==> src/rtl/fifo_parallel_to_serial.sv <==
// Reads 36-bit words from a 1-cycle-latency FIFO and shifts each payload MSB-first
// onto 8 serial lanes, 4 bits per lane; a frame ends after the word flagged LAST.
module fifo_parallel_to_serial #(
   parameter int FIFO_WIDTH    = 36,
   parameter int BITS_PER_LANE = 4,
   parameter int TIMEOUT       = 255
) (
   input  logic                  clk,
   input  logic                  rst,
   input  logic                  start,
   input  logic                  fifo_empty,
   output logic                  fifo_rd_en,
   input  logic [FIFO_WIDTH-1:0] fifo_dout,
   output logic                  sd0,
   output logic                  sd1,
   output logic                  sd2,
   output logic                  sd3,
   output logic                  sd4,
   output logic                  sd5,
   output logic                  sd6,
   output logic                  sd7,
   output logic                  sd_valid,
   output logic                  busy,
   output logic                  underflow_err
);

   localparam int LANES     = 8;
   localparam int PAYLOAD_W = LANES * BITS_PER_LANE;
   localparam int CNT_W     = (BITS_PER_LANE > 1) ? $clog2(BITS_PER_LANE) : 1;
   localparam logic [CNT_W-1:0] CNT_LAST = CNT_W'(BITS_PER_LANE - 1);
   localparam logic [7:0]       TMO_LAST = 8'(TIMEOUT - 1);

   typedef enum logic [2:0] {IDLE, FETCH, LATCH, SHIFT, DONE} state_t;

   state_t                 state, state_nxt;
   logic [PAYLOAD_W-1:0]   shreg;
   logic                   last_q;
   logic [CNT_W-1:0]       bit_cnt;
   logic [CNT_W-1:0]       cnt_inc;
   logic [7:0]             tmo_cnt;
   logic [LANES-1:0]       sd_q;
   logic                   sd_valid_q;
   logic                   err_q;
   logic                   unused_bits;

   // Bits [34:32] carry no meaning on the transmit side.
   assign unused_bits = ^fifo_dout[FIFO_WIDTH-2:PAYLOAD_W];

   // Lane k carries payload nibble k, MSB first: bit c of the lane is word[4k+3-c].
   function automatic logic [LANES-1:0] lane_slice(input logic [PAYLOAD_W-1:0] w,
                                                   input logic [CNT_W-1:0] c);
      logic [LANES-1:0] r;
      r = '0;
      for (int k = 0; k < LANES; k++)
         r[k] = w[BITS_PER_LANE*k + BITS_PER_LANE - 1 - int'(c)];
      return r;
   endfunction

   assign cnt_inc = bit_cnt + 1'b1;

   always_comb begin
      state_nxt  = state;
      fifo_rd_en = 1'b0;
      case (state)
         IDLE:  if (start) state_nxt = FETCH;
         FETCH: begin
            if (!fifo_empty) begin
               fifo_rd_en = 1'b1;
               state_nxt  = LATCH;
            end else if (tmo_cnt == TMO_LAST) begin
               state_nxt = IDLE;
            end
         end
         LATCH: state_nxt = SHIFT;
         SHIFT: if (bit_cnt == CNT_LAST) state_nxt = last_q ? DONE : FETCH;
         DONE:  state_nxt = IDLE;
         default: state_nxt = IDLE;
      endcase
   end

   always_ff @(posedge clk or negedge rst) begin
      if (!rst) begin
         state      <= IDLE;
         shreg      <= '0;
         last_q     <= 1'b0;
         bit_cnt    <= '0;
         tmo_cnt    <= '0;
         sd_q       <= '0;
         sd_valid_q <= 1'b0;
         err_q      <= 1'b0;
      end else begin
         state      <= state_nxt;
         sd_q       <= '0;
         sd_valid_q <= 1'b0;
         case (state)
            IDLE: begin
               if (start) begin
                  err_q   <= 1'b0;
                  tmo_cnt <= '0;
               end
            end
            FETCH: begin
               if (fifo_empty) begin
                  tmo_cnt <= tmo_cnt + 1'b1;
                  if (tmo_cnt == TMO_LAST) err_q <= 1'b1;
               end
            end
            // Lanes are registered, so the first bit is loaded while latching the word.
            LATCH: begin
               shreg      <= fifo_dout[PAYLOAD_W-1:0];
               last_q     <= fifo_dout[FIFO_WIDTH-1];
               bit_cnt    <= '0;
               sd_q       <= lane_slice(fifo_dout[PAYLOAD_W-1:0], '0);
               sd_valid_q <= 1'b1;
            end
            SHIFT: begin
               bit_cnt <= cnt_inc;
               if (bit_cnt != CNT_LAST) begin
                  sd_q       <= lane_slice(shreg, cnt_inc);
                  sd_valid_q <= 1'b1;
               end else begin
                  tmo_cnt <= '0;
               end
            end
            default: ;
         endcase
      end
   end

   assign {sd7, sd6, sd5, sd4, sd3, sd2, sd1, sd0} = sd_q;
   assign sd_valid      = sd_valid_q;
   assign busy          = (state != IDLE);
   assign underflow_err = err_q;

endmodule

==> config.mk <==
export PLATFORM = sky130hd
export DESIGN_NAME = fifo_parallel_to_serial
export DESIGN_NICKNAME = d
export VERILOG_FILES = /design/src/rtl/fifo_parallel_to_serial.sv
export SDC_FILE = /design/constraint.sdc
export NUM_CORES = 1
export LEC_CHECK = 0
export CORE_MARGIN = 1
export CORE_UTILIZATION = 35
export CTS_BUF_LIST = sky130_fd_sc_hd__clkbuf_8
export DETAILED_ROUTE_END_ITERATION = 10
export HOLD_SLACK_MARGIN = 0.02
export PLACE_DENSITY = 0.56
export SLEW_MARGIN = 10
export SYNTH_ARGS = -nofsm -noshare
export SYNTH_HDL_FRONTEND = slang
export SYNTH_SLANG_ARGS = --single-unit
export TNS_END_PERCENT = 1
==> constraint.sdc <==
create_clock -name clk -period 5.6 [get_ports clk]
set_clock_uncertainty 0.2 [all_clocks]
set_input_delay 1.68 -clock clk [delete_from_list [all_inputs] [get_ports clk]]
set_output_delay 1.68 -clock clk [all_outputs]
set_load 0.005 [all_outputs]
## Yosys cells after proc, flatten, opt, wreduce, memory -nomap -nowiden

Cells that the tools add are included.

| word-level totals | value |
|---|---|
| input port bits | 40 |
| output and inout port bits | 12 |
| flip-flop bits (word level) | 56 |
| logic and storage cells | 91 |

| operators by class | value |
|---|---|
| $lt $le $gt $ge | 8 |
| equality and inequality tests | 12 |
| $add $sub $neg | 10 |
| reductions and logical operators | 8 |
| mux-type cells | 45 |

Operators with widths:

| cell | count |
|---|---|
| binary-select mux 1 bit (select 5 bit) | 8 |
| 2-to-1 mux 8 bit | 4 |
| < comparator 6 x 7 -> 1 bit (second input constant) | 4 |
| one-hot mux 8 bit (3 select lines) | 1 |
| subtractor 5 x 2 -> 6 bit (first input constant) | 4 |
| 2-to-1 mux 1 bit | 22 |
| one-hot mux 8 bit (2 select lines) | 1 |
| 2-to-1 mux 3 bit | 5 |
| < comparator 5 x 7 -> 1 bit (second input constant) | 2 |
| inequality test 2 bit (second input constant) | 6 |
| one-hot mux 3 bit (4 select lines) | 1 |
| subtractor 4 x 2 -> 5 bit (first input constant) | 2 |
| adder 8 x 1 -> 8 bit (second input constant) | 1 |
| equality test 8 bit (second input constant) | 1 |
| AND reduction 4 bit | 2 |
| < comparator 3 x 7 -> 1 bit (second input constant) | 1 |
| < comparator 4 x 7 -> 1 bit (second input constant) | 1 |
| equality test 3 x 2 -> 1 bit (second input constant) | 2 |
| nonzero test 3 bit | 2 |
| one-hot mux 1 bit (2 select lines) | 2 |
| one-hot mux 2 bit (2 select lines) | 1 |
| nonzero test 2 bit | 2 |
| subtractor 3 x 2 -> 4 bit (first input constant) | 1 |
| equality test 3 x 1 -> 1 bit (second input constant) | 1 |
| other kinds (6) | 6 |

## Logic depth before layout (Yosys ltp)

| logic depth | value |
|---|---|
| depth in word-level cells | 7 |
| depth in mapped cells | 7 |
| gate-level depth less buffers | 5 |

## Worst setup path before layout

Ideal clock, no wire load.

| timing | value |
|---|---|
| path type | input to output |
| from | in fifo_empty |
| to | out fifo_rd_en |
| path buffers | 0 |
| data required time | 3720 ps |
| stages | 1 |
| arrival time | 1786 ps |
| path slack | 1934 ps |
| path through | nor2_1 |

| on the way | value |
|---|---|
| cells in the longest elaborated chain, start to end | 2 |

Ends and longest elaborated chain:

| item | RTL line | RTL |
|---|---|---|
| from (decl) | 11 | `input logic fifo_empty,` |
| 2-to-1 mux 1 bit | 67 | `if (!fifo_empty) begin` |
| 2-to-1 mux 1 bit | 64 | `case (state)` |
| to (decl) | 12 | `output logic fifo_rd_en,` |

Every way passes these cells.

## Worst setup path in the final report

Same ends and word-level chain as after synthesis.

==> flow_summary.json <==
{
  "synth.area.top_cells": "dfrtp_1, nand2_1, mux4_2, o21ai_0, clkbuf_1",
  "grt_use_total_pct": 15.11,
  "cp-endpoint": "fifo_rd_en",
  "gp_congestion": 0.7274,
  "post_cts_buffers": 0,
  "crit_type": "in -> out",
  "ff_latch_area_sq_um": 1401,
  "ys_seq_elements": 56,
  "netlist_instances": 267,
  "grt_antenna_before_repair": 0,
  "arrival_ns": 2.79,
  "timing.rr.start": "bit_cnt[0]",
  "numCtsBuffers": 5,
  "seqPwrFrac_pct": 44.9,
  "holdWs_ns": 0.2755,
  "status": "complete, no violations",
  "gr-total-overflow": 0,
  "crit_required_ns": 3.72,
  "power.switching_uw": 564.1,
  "maxCapViolations": 0,
  "drtIter0Drc": 87,
  "worst_path_largest_cell_delay_ns": 0.50,
  "vias_per_cell": 4.614,
  "cts_max_level": 2,
  "drive_gt1_share_pct": 7.717,
  "yosys-top-cells-count": "nand2_1, dfrtp_1, o21ai_0",
  "clkPwrFrac_pct": 14.2,
  "grt_util_met2_pct": 24.62,
  "p_int_uw": 974.9,
  "slowest_stage": "clkdlybuf4s50_1",
  "cp_max_fo": 5,
  "routedWlPerCell_um": 12.39,
  "core-area_sq_um": 6869,
  "rsz0062_at_grt": "false",
  "yosysTopAreaCellShare_pct": 55.56,
  "die_area_sq_um": 7551,
  "grt_max_degree": 57,
  "grt_use_met3_pct": 3.412,
  "syn_area_per_cell_sq_um": 9.447,
  "rows": 30,
  "die_w_um": 86.90,
  "post_cts_resized": 0,
  "n_antenna_cell": 0,
  "p_leak_nw": 1.490,
  "fill_cells": 677,
  "rr_worst_depth": 5,
  "dp.final_hpwl_um": 3436,
  "insertion_delay_ns": 0.31,
  "cts_sinks": 56,
  "worst_pin_slew_ns": 0.7040,
  "combPwrFrac_pct": 40.9,
  "cts_tree": "built",
  "postRouteAntennaNets": 0,
  "swShare_pct": 36.65,
  "num_io_pins": 52,
  "grt_pass1_wl_um": 8700,
  "post-route-period-util_pct": 83.40,
  "hold_viol": 0,
  "async_flop_share_pct": 100.0,
  "nets": 353,
  "vdd_ir_drop_max_v": 0.0001644,
  "synth_cell_types": 30,
  "cp-end-kind": "output pin",
  "clock.fmax_ghz": 0.2141,
  "crit_top_cell": "clkdlybuf4s50_1",
  "route.final.wire_length_um": 5043,
  "area.growth.synth_to_final_pct": 25.20,
  "drt-pass1-iter-count": 4,
  "port_buffers": 48,
  "grt_pass1_vias": 1886,
  "synth_top_area_cell": "dfrtp_1",
  "fin_tns_setup_ns": 0,
  "path_clk_slew_ns": 0.09,
  "clock-root-buffer": "clkbuf_8",
  "initial_utilization_pct": 36.72,
  "syn_area_sq_um": 2522,
  "cts_buffer_depth": 2,
  "hold_path.class": "reg -> reg",
  "cp-startpoint": "fifo_empty",
  "worstPathCellList": "clkdlybuf4s50_1, nor2_1, clkdlybuf4s50_1",
  "power_mw": 1.539,
  "met1_usage_pct": 20.37,
  "maxSlewViolCount": 0,
  "synth_edf_count": 0,
  "power_density_nw_per_um2": 487.3,
  "relSlewSlack_pct": 53.06,
  "drc": 0,
  "r2r_slack_ns": 3.11,
  "setup_viol": 0,
  "dieHeight_um": 86.90,
  "ctsHoldBuffers": 0,
  "synth.net_count": 310,
  "synth.most_common_cell": "nand2_1",
  "start_kind": "input pin",
  "ys.flop_type": "dfrtp_1",
  "yosys_warnings": 0,
  "multiInputGateArea_sq_um": 1016,
  "reg2reg_to": "tmo_cnt[7]",
  "grt.busiest_layer": "met2",
  "via_count": 1878,
  "finalCriticalPeriod_ns": 4.671,
  "ys_seq_area_share_pct": 55.56
}
registers in the layout, summed over array words and instances, names as in the netlist:
register / count
shreg: 32
sd_q: 8
sd_valid: 1
tmo_cnt: 8
state: 3
bit_cnt: 2
last_q: 1
underflow_err: 1
how the worst min path moves through the flow:
stage,cells after the start,slack [ns],startpoint,end
CTS,2,0.28,shreg[25],shreg[25]
floorplan,2,0.24,shreg[0],shreg[0]
global route,2,0.31,shreg[25],shreg[25]
finish,2,0.28,shreg[17],shreg[17]
detailed placement,2,0.26,shreg[25],shreg[25]
global placement,2,0.25,shreg[17],shreg[17]
power groups by stage:
stage / Sequential, mW / Clock [mW] / Combinational [mW]
detailed placement: 0.701 / 0 / 0.642
CTS: 0.692 / 0.230 / 0.644
global route: 0.716 / 0.242 / 0.722
global placement: 0.697 / 0 / 0.626
floorplan: 0.645 / 0 / 0.496
finish: 0.692 / 0.218 / 0.630
critical path, delay by kind of cell:
kind	cells	cell delay [ns]
buffers and inverters	2	0.98
and+or+nand+nor	1	0.13
kinds of logic (layout without fill, tap and decap cells):
logic type,after synthesis,after routing,synth area share (%)
AOI/OAI and AO/OA,32,32,7.590
adders and majority gates,3,3,1.488
buffers and inverters,24,68,4.266
DFF,56,56,55.56
muxes,9,9,7.540
and+or+nand+nor,143,143,23.56
stage by stage:
step,instance area [sq um],setup WS (ns),cells,util [%]
6_report,3158,0.9295,407,45.97
5_1_grt,3158,0.8992,407,45.97
3_3_place_gp,3069,0.9338,399,44.68
4_1_cts,3158,0.9253,407,45.97
3_5_place_dp,3069,0.9343,399,44.68
2_1_floorplan,2522,1.934,267,-
per-layer routing:
metal / wire length (um) / vias up
li1: - / 961
met1: 2453 / 877
met2: 2357 / 35
met3: 194 / 5
met4: 37 / 0
met5: 0 / -
cells in the final DEF, fill, tap and decap left out:
master	count
nand4_1	1
or3b_4	1
clkbuf_8	5
nor2_2	1
buf_2	1
o22a_1	2
clkinv_4	1
o21ai_0	18
inv_1	10
a21oi_1	3
nor4_1	1
mux4_2	8
nor2b_1	2
or2b_1	1
dfrtp_1	56
a22oi_1	1
clkdlybuf4s50_1	47
mux2i_1	1
nand3_1	8
o21ba_1	1
clkinvlp_4	1
or4_1	1
o31ai_1	4
nand2b_1	3
nand2_1	111
or3b_2	1
or2_2	2
or3_1	1
o31a_1	1
a31oi_1	2
nor2_1	8
buf_4	3
ha_1	3
and3_1	1
final cells by class:
class | count | area share, %
flip-flops and latches | 56 | 44.37
clock buffers | 5 | 2.179
inverters | 9 | 1.070
clock inverters | 3 | 0.6339
multi-input cells | 187 | 32.17
repair buffers | 51 | 15.77
well taps | 96 | 3.803
No activity file was read; power rests on OpenSTA's default activity.
